## src/rtl/decode.sv

```systemverilog
// RV32I decode stage: register file, control decoder, immediate extender and flushable D/E register.
// Optional same-cycle write-through on register reads is enabled by defining REGFILE_BYPASS_EN.
module decode (
  input  logic        clk,
  input  logic        rst,
  input  logic [31:0] InstrD,
  input  logic [31:0] PCD,
  input  logic [31:0] inc_PCD,
  input  logic        FlushE,
  input  logic        RegWriteW,
  input  logic [4:0]  RdW,
  input  logic [31:0] ResultW,
  output logic [4:0]  Rs1D,
  output logic [4:0]  Rs2D,
  output logic        RegWriteE,
  output logic        MemWriteE,
  output logic        JumpE,
  output logic        JalrE,
  output logic        BranchE,
  output logic        ALUSrcE,
  output logic        ALUSrcAE,
  output logic [1:0]  ResultSrcE,
  output logic [3:0]  ALUControlE,
  output logic [2:0]  Funct3E,
  output logic [31:0] RD1E,
  output logic [31:0] RD2E,
  output logic [31:0] ImmExtE,
  output logic [31:0] PCE,
  output logic [31:0] inc_PCE,
  output logic [4:0]  Rs1E,
  output logic [4:0]  Rs2E,
  output logic [4:0]  RdE,
  output logic [31:0] a0
);

  localparam logic [6:0] OP_R      = 7'b0110011;
  localparam logic [6:0] OP_I      = 7'b0010011;
  localparam logic [6:0] OP_LOAD   = 7'b0000011;
  localparam logic [6:0] OP_STORE  = 7'b0100011;
  localparam logic [6:0] OP_BRANCH = 7'b1100011;
  localparam logic [6:0] OP_JAL    = 7'b1101111;
  localparam logic [6:0] OP_JALR   = 7'b1100111;
  localparam logic [6:0] OP_LUI    = 7'b0110111;
  localparam logic [6:0] OP_AUIPC  = 7'b0010111;

  typedef struct packed {
    logic        reg_write;
    logic        mem_write;
    logic        jump;
    logic        jalr;
    logic        branch;
    logic        alu_src;
    logic        alu_src_a;
    logic [1:0]  result_src;
    logic [3:0]  alu_ctrl;
    logic [2:0]  funct3;
    logic [31:0] rd1;
    logic [31:0] rd2;
    logic [31:0] imm;
    logic [31:0] pc;
    logic [31:0] inc_pc;
    logic [4:0]  rs1;
    logic [4:0]  rs2;
    logic [4:0]  rd;
  } de_t;

  // Shared ALU-op mapping for R-type and I-ALU; only R-type may select sub.
  function automatic logic [3:0] alu_dec(input logic [2:0] f3, input logic f7b5, input logic is_r);
    case (f3)
      3'b000:  alu_dec = (is_r && f7b5) ? 4'b0001 : 4'b0000;
      3'b001:  alu_dec = 4'b0111;
      3'b010:  alu_dec = 4'b0101;
      3'b011:  alu_dec = 4'b0110;
      3'b100:  alu_dec = 4'b0100;
      3'b101:  alu_dec = f7b5 ? 4'b1001 : 4'b1000;
      3'b110:  alu_dec = 4'b0011;
      3'b111:  alu_dec = 4'b0010;
      default: alu_dec = 4'b0000;
    endcase
  endfunction

  logic [31:0] regs_q [32];
  logic [31:0] regs_d [32];
  logic        rf_we_s;
  logic [31:0] rd1_s, rd2_s;
  logic [6:0]  opcode_s;
  logic [2:0]  funct3_s;
  logic [31:0] imm_i_s, imm_s_s, imm_b_s, imm_u_s, imm_j_s;
  de_t         dec_s, de_d, de_q;

  assign Rs1D     = InstrD[19:15];
  assign Rs2D     = InstrD[24:20];
  assign opcode_s = InstrD[6:0];
  assign funct3_s = InstrD[14:12];
  assign rf_we_s  = rst && RegWriteW && (RdW != 5'd0);
  assign a0       = regs_q[10];

  assign imm_i_s = {{20{InstrD[31]}}, InstrD[31:20]};
  assign imm_s_s = {{20{InstrD[31]}}, InstrD[31:25], InstrD[11:7]};
  assign imm_b_s = {{19{InstrD[31]}}, InstrD[31], InstrD[7], InstrD[30:25], InstrD[11:8], 1'b0};
  assign imm_u_s = {InstrD[31:12], 12'd0};
  assign imm_j_s = {{11{InstrD[31]}}, InstrD[31], InstrD[19:12], InstrD[20], InstrD[30:21], 1'b0};

  always_comb begin
    for (int i = 0; i < 32; i++) begin
      regs_d[i] = (rf_we_s && (RdW == 5'(i))) ? ResultW : regs_q[i];
    end
  end

  always_comb begin
    rd1_s = 32'd0;
    rd2_s = 32'd0;
    if (Rs1D == 5'd0) begin
      rd1_s = 32'd0;
`ifdef REGFILE_BYPASS_EN
    end else if (rf_we_s && (RdW == Rs1D)) begin
      rd1_s = ResultW;
`endif
    end else begin
      rd1_s = regs_q[Rs1D];
    end
    if (Rs2D == 5'd0) begin
      rd2_s = 32'd0;
`ifdef REGFILE_BYPASS_EN
    end else if (rf_we_s && (RdW == Rs2D)) begin
      rd2_s = ResultW;
`endif
    end else begin
      rd2_s = regs_q[Rs2D];
    end
  end

  // Unrecognised opcodes leave every control (including funct3) at zero.
  always_comb begin
    dec_s        = '0;
    dec_s.rd1    = rd1_s;
    dec_s.rd2    = rd2_s;
    dec_s.pc     = PCD;
    dec_s.inc_pc = inc_PCD;
    dec_s.rs1    = Rs1D;
    dec_s.rs2    = Rs2D;
    dec_s.rd     = InstrD[11:7];
    dec_s.funct3 = funct3_s;
    case (opcode_s)
      OP_R: begin
        dec_s.reg_write = 1'b1;
        dec_s.alu_ctrl  = alu_dec(funct3_s, InstrD[30], 1'b1);
      end
      OP_I: begin
        dec_s.reg_write = 1'b1;
        dec_s.alu_src   = 1'b1;
        dec_s.alu_ctrl  = alu_dec(funct3_s, InstrD[30], 1'b0);
        dec_s.imm       = imm_i_s;
      end
      OP_LOAD: begin
        dec_s.reg_write  = 1'b1;
        dec_s.alu_src    = 1'b1;
        dec_s.result_src = 2'b01;
        dec_s.imm        = imm_i_s;
      end
      OP_STORE: begin
        dec_s.mem_write = 1'b1;
        dec_s.alu_src   = 1'b1;
        dec_s.imm       = imm_s_s;
      end
      OP_BRANCH: begin
        dec_s.branch   = 1'b1;
        dec_s.alu_ctrl = 4'b0001;
        dec_s.imm      = imm_b_s;
      end
      OP_JAL: begin
        dec_s.jump       = 1'b1;
        dec_s.reg_write  = 1'b1;
        dec_s.result_src = 2'b10;
        dec_s.imm        = imm_j_s;
      end
      OP_JALR: begin
        dec_s.jump       = 1'b1;
        dec_s.jalr       = 1'b1;
        dec_s.reg_write  = 1'b1;
        dec_s.alu_src    = 1'b1;
        dec_s.result_src = 2'b10;
        dec_s.imm        = imm_i_s;
      end
      OP_LUI: begin
        dec_s.reg_write = 1'b1;
        dec_s.alu_src   = 1'b1;
        dec_s.alu_ctrl  = 4'b1010;
        dec_s.imm       = imm_u_s;
      end
      OP_AUIPC: begin
        dec_s.reg_write = 1'b1;
        dec_s.alu_src   = 1'b1;
        dec_s.alu_src_a = 1'b1;
        dec_s.imm       = imm_u_s;
      end
      default: begin
        dec_s.funct3 = 3'b000;
      end
    endcase
  end

  always_comb begin
    if (FlushE) begin
      de_d = '0;
    end else begin
      de_d = dec_s;
    end
  end

  always_ff @(posedge clk) begin
    if (!rst) begin
      de_q <= '0;
      for (int i = 0; i < 32; i++) begin
        regs_q[i] <= 32'd0;
      end
    end else begin
      de_q   <= de_d;
      regs_q <= regs_d;
    end
  end

  assign RegWriteE   = de_q.reg_write;
  assign MemWriteE   = de_q.mem_write;
  assign JumpE       = de_q.jump;
  assign JalrE       = de_q.jalr;
  assign BranchE     = de_q.branch;
  assign ALUSrcE     = de_q.alu_src;
  assign ALUSrcAE    = de_q.alu_src_a;
  assign ResultSrcE  = de_q.result_src;
  assign ALUControlE = de_q.alu_ctrl;
  assign Funct3E     = de_q.funct3;
  assign RD1E        = de_q.rd1;
  assign RD2E        = de_q.rd2;
  assign ImmExtE     = de_q.imm;
  assign PCE         = de_q.pc;
  assign inc_PCE     = de_q.inc_pc;
  assign Rs1E        = de_q.rs1;
  assign Rs2E        = de_q.rs2;
  assign RdE         = de_q.rd;

endmodule

```

## config.mk

```make
export PLATFORM = sky130hd
export DESIGN_NAME = decode
export DESIGN_NICKNAME = d
export VERILOG_FILES = /design/src/rtl/decode.sv
export SDC_FILE = /design/constraint.sdc
export NUM_CORES = 2
export LEC_CHECK = 0
export CORE_ASPECT_RATIO = 1.25
export CORE_MARGIN = 3
export CORE_UTILIZATION = 45
export CTS_BUF_LIST = sky130_fd_sc_hd__clkbuf_4 sky130_fd_sc_hd__clkbuf_8
export DETAILED_ROUTE_END_ITERATION = 12
export PLACE_DENSITY_LB_ADDON = 0.1
export SLEW_MARGIN = 20
export SYNTH_ARGS = -nofsm -noshare
export SYNTH_HDL_FRONTEND = slang
export SYNTH_SLANG_ARGS = --single-unit
```

## constraint.sdc

```tcl
create_clock -name clk -period 3.3 [get_ports clk]
set_input_delay 0.66 -clock clk [delete_from_list [all_inputs] [get_ports clk]]
set_output_delay 0.66 -clock clk [all_outputs]
set_load 0.02 [all_outputs]
```

=== Word level (Yosys, flattened, before mapping) ===
Index checks and enable logic that the tools add are counted.
W data, S select, Z words.

* Magnitude comparators: 2
* Multiply operators: 0
* Multiplexer cells: 20
* Shift operators: 0
* Divide/modulo/power cells: 0
* Eq/ne operators: 47
* Bitwise logic cells: 4
* Reduce and logical (&&, ||, !) cells: 49
* Add/sub/neg operators: 0

{| class="wikitable"
|+ Operators with widths
! cell !! count
|-
| $bmux W32 S5 || 2
|-
| $pmux W32 S5 || 1
|-
| $mux W32 || 4
|-
| $eq A5 B5 Y1 const B || 16
|-
| $pmux W4 S8 || 2
|-
| $eq A5 B4 Y1 const B || 8
|-
| $logic_and A1 B1 Y1 || 34
|-
| $eq A7 B6 Y1 const B || 3
|-
| $eq A7 B7 Y1 const B || 3
|-
| $eq A5 B3 Y1 const B || 4
|-
| $pmux W4 S4 || 1
|-
| $logic_not A5 Y1 || 3
|-
| $eq A7 B5 Y1 const B || 2
|-
| $eq A3 B3 Y1 const B || 4
|-
| $ge A6 B6 Y1 const B || 2
|-
| $not A5 Y6 || 2
|-
| $reduce_or A3 Y1 || 4
|-
| $eq A5 B2 Y1 const B || 2
|-
| $mux W1 || 9
|-
| $reduce_or A9 Y1 || 1
|-
| $eq A7 B2 Y1 const B || 1
|-
| $reduce_or A7 Y1 || 1
|-
| $eq A3 B2 Y1 const B || 2
|-
| $reduce_or A2 Y1 || 3
|-
| 7 further kinds || 8
|}

* Output and inout bits: 233
* Word-level logic and storage cells: 172
* Latch bits: 0
* Register bits after elaboration: 1,215
* Bits in writable memories: 0
* Bits of input ports: 137
* Memories: 0
* Memory bits (read-only): 0

=== Depth between registers and ports, before layout ===
* Depth in word-level cells: 4
* Depth in mapped cells: 9
* Mapped depth without buffers: 4

=== Worst setup path before layout ===
No wires, ideal clock.

* Path type: input to register
* Start point: input InstrD[20]
* End point: register de_q, in the netlist RD2E[31]
* Path buffers: 3
* Path slack: 1,097 ps
* Stages on the path: 7
* Data required time: 3,144 ps
* Arrival: 2,047 ps
* Path through: buf_2 buf_6 buf_2 mux4_2 mux2_2 nand2_1 a32oi_1

* Cells in the longest elaborated chain, start to end: 4
* Elaborated cells on any way between the ends: 6

{| class="wikitable"
|+ RTL lines
! item !! RTL line !! RTL
|-
| from (decl) || 6 || <nowiki>input logic [31:0] InstrD,</nowiki>
|-
| $not A5 Y6 (implied by the code) || 129 || <nowiki>rd2_s = regs_q[Rs2D];</nowiki>
|-
| $bmux W32 S5 || 129 ||
|-
| $mux W32 (implied by the code) (2 in series) || 129 ||
|-
| to (signal assigned) || 213 || <nowiki>de_q <= '0;</nowiki>
|-
| to (signal assigned) || 218 || <nowiki>de_q <= de_d;</nowiki>
|-
| to (decl) || 89 || <nowiki>de_t dec_s, de_d, de_q;</nowiki>
|}

Parallel ways exist; a longest one is shown, timed or not. The select of a mux whose other input is x is not followed.
A chain may end at the register's enable or synchronous reset.

=== Final worst setup path ===
* Start point: register regs_q, in the netlist a0[7]
* End point: output a0[7]

{| class="wikitable"
|+ RTL lines
! item !! RTL line !! RTL
|-
| from (decl) || 82 || <nowiki>logic [31:0] regs_q [32];</nowiki>
|-
| from (signal assigned) || 219 || <nowiki>regs_q <= regs_d;</nowiki>
|-
| to (decl) || 33 || <nowiki>output logic [31:0] a0</nowiki>
|}

No word-level cell between the ends.

==> impl_results.md <==
* Synth area leaders: dfxtp_1 (40%), nand2_1 (14%), mux2i_1 (9.2%)
* Die X at 334 um
* Share of cells above drive strength 1 at 0.156
* Final Max Tran Viols at 0
* CTS tree: yes
* Final setup skew at 62.8 ps
* Total gr overflow at 0
* Crit Path Class: register to output port
* IO Count at 370
* Area Growth Syn to Fin at 17.7%
* Sequential area share after synthesis at 0.401
* CP cell instances: clkdlybuf4s50_1
* Synthesized area at 60,600 um2
* CP Buf/Inv Count at 1
* First-pass GRT wire length at 367 mm
* Synth Area per Inst at 8.92 um2
* Die area at 139,000 um2
* WP data required at 2640 ps
* Max FO, Critical Path at 4
* Yosys cell types at 58
* #FFs+latches synth at 1,215
* Final ANT Viol Nets at 0
* FF-to-FF Start: a0[10]$_SDFFE_PN0P_
* Final wirelength at 255 mm
* Core area at 133,000 um2
* Vias/cell at 6.11
* CTS buffer count at 198
* Placed instance count at 8,504
* Most frequent cell after synthesis: nand2_1
* Warnings from Yosys at 0
* Total negative slack at 0 ps
* PwrDens at 454 nW/um2
* Critical path origin: a0[7]$_SDFFE_PN0P_
* Initial antenna violation count at 20
* R2r setup slk at 1320 ps
* Rel. slew slack at 0.272
* Achievable Freq at 334 MHz
* Clock transition at the registers of the reported paths at 70 ps
* # resized after CTS at 0
* Drt first pass iters at 6
* Vias at 54,200
* CTS Hold Bufs at 0
* CTS root buf: clkbuf_8
* Share of total power in sequential cells at 0.459
* Fin crit period at 2990 ps
* Max_cap viols at 0
* Comb pwr share at 0.095
* Synth top area share at 0.401
* Critical Path AT at 2330 ps
* Clock share of power at 0.446
* DIE HEIGHT at 416 um
* Gpl congestion at 0.913
* Status: finished, final reports clean
* Worst setup endpoint: a0[7]
* Number of H-tree levels at 4
* Internal at 23.9 mW
* Kind of cell adding the most delay to the critical path: buffers and inverters
* FP Rows at 149
* Clock Sinks at 1,215
* Clock latency on the worst-skew pair at 970 ps
* Fill cells at 12,200
* Tcrit/Tclk final at 0.907
* Syn_nets at 6,933
* Synthesized instance count at 6,796
* FF-to-FF path depth at 4
* Top FF cell, synth: dfxtp_1
* CP endpoint kind: output port
* Commonest cells in the synthesized netlist: nand2_1 (2,182), dfxtp_1 (1,215), a21boi_1 (719)
* Post-synth ARST share at 0
* Post-CTS Setup Inserts at 0
* Biggest area consumer among synthesized cells: dfxtp_1
* CTS Buffer Depth at 3
* Sw power at 8.46 mW
* RSZ-0062 raised after global routing: no
* CP startpoint kind: register
* CP Depth at 1
* Endpoints failing setup at 0
* Sw frac at 0.261
* Slowest stage delay, CP at 720 ps
* Largest net degree at the start of global routing at 253
* Hold Path Class: input port to register
* Vias in the first global route at 52,200
* Worst R2R End: RD1E[10]$_SDFF_PP0_
* EDFF count, synth at 0
* Initial core utilization at 0.456
* Non-Filler Instances at 8,868
* Total GRT Usage at 0.357
* Pleak at 25.5 nW
* Slowest CP cell: clkdlybuf4s50_1
* Final-stage net count at 7,105
* Maximum vdd drop at 339 uV
* Post-route DRC at 0
* DR WL/cell at 28.8 um
* Port bufs at 369
* Hold Violations, Final at 0
* DR iter-0 viols at 6,268
* Slew @ Worst Pin at 1090 ps
* Detailed Place HPWL at 159 mm
==> power by group through the flow <==
| stage | Clock [mW] | Sequential (mW) | Combinational (mW) |
|---|---|---|---|
| final | 14.4 | 14.9 | 3.06 |
| after global routing | 15.2 | 14.9 | 3.15 |
| after CTS | 14.6 | 14.9 | 3.00 |
| after detailed placement | 0 | 15.2 | 3.00 |
| after global placement | 0 | 15.2 | 2.99 |
| after floorplan | 0 | 15.2 | 1.62 |
==> cell usage in the layout (no fill, tap or decap), drive strengths merged, types with 34 or more instances in the layout <==
cell type and count:
mux2i 554, mux2 116, nand2 2183, a21oi 91, a31oi 34, a22oi 215, buf 315, clkbuf 324
clkdlybuf4s50 360, mux4 237, dfxtp 1215, nand3 138, nor3 35, nand4 35, and2 119, a21boi 992
==> stage by stage <==
stage	cell area [um2]	hold WS, ps	total power, mW	util	setup WS, ps
6_report	71300	129	32.4	0.537	306
5_1_grt	71300	84.0	33.3	0.537	302
4_1_cts	71300	43.0	32.5	0.537	261
3_3_place_gp	67000	444	18.2	0.504	299
2_1_floorplan	60600	429	16.9	-	1100
3_5_place_dp	67000	446	18.2	0.504	267
==> worst min path at each step <==
stage	from	endpoint	slack, ps	depth (start not counted)
detailed placement	regs_q[1019]$_SDFFE_PN0P_	regs_q[1019]$_SDFFE_PN0P_	450	1
floorplan	regs_q[1019]$_SDFFE_PN0P_	regs_q[1019]$_SDFFE_PN0P_	430	1
CTS	rst	regs_q[896]$_SDFFE_PN0P_	40	2
global placement	regs_q[1019]$_SDFFE_PN0P_	regs_q[1019]$_SDFFE_PN0P_	440	1
global route	rst	regs_q[896]$_SDFFE_PN0P_	80	2
finish	rst	regs_q[416]$_SDFFE_PN0P_	130	2
==> per-layer routing <==
layer / global-route usage / wire length, um / share of wire / up-vias
met5: 0 / 78 / 0.00031 / -
met1: 0.449 / 100000 / 0.39 / 26700
met2: 0.558 / 114000 / 0.45 / 2981
li1: - / - / - / 23700
met4: 0.204 / 16100 / 0.063 / 12
met3: 0.0869 / 25000 / 0.098 / 790
==> registers in the layout, indices dropped and copies added (netlist names), 3 cells and up <==
signal and flops:
Funct3E 3, regs_q 992, a0 32, RdE 5
ImmExtE 32, RD2E 32, RD1E 32, inc_PCE 32
PCE 32, Rs2E 5, ALUControlE 4, Rs1E 5
==> cell families (layout without fill, tap and decap cells) <==
| group | after synthesis | in the layout | share of synthesized area |
|---|---|---|---|
| XOR/XNOR | 1 | 1 | 0.000145 |
| flip-flops | 1215 | 1215 | 0.401 |
| AND/OR/NAND/NOR | 2574 | 2574 | 0.176 |
| buffers and inverters | 712 | 1043 | 0.0534 |
| AO/OA/AOI/OAI | 1387 | 1387 | 0.168 |
| other | 0 | 5 | 0 |
| multiplexers | 907 | 907 | 0.201 |
==> area by class of cell <==
| type | count | area, um2 | share of cell area |
|---|---|---|---|
| well taps | 1736 | 2170 | 0.0305 |
| diodes | 5 | 12.5 | 0.000175 |
| repair buffers | 675 | 7040 | 0.0987 |
| clock inverters | 35 | 294 | 0.00412 |
| flip-flops and latches | 1215 | 24300 | 0.341 |
| inverters | 9 | 33.8 | 0.000474 |
| clock buffers | 324 | 4060 | 0.0569 |
| multi-input cells | 4869 | 33400 | 0.468 |
No activity file was read; power rests on OpenSTA's default activity.
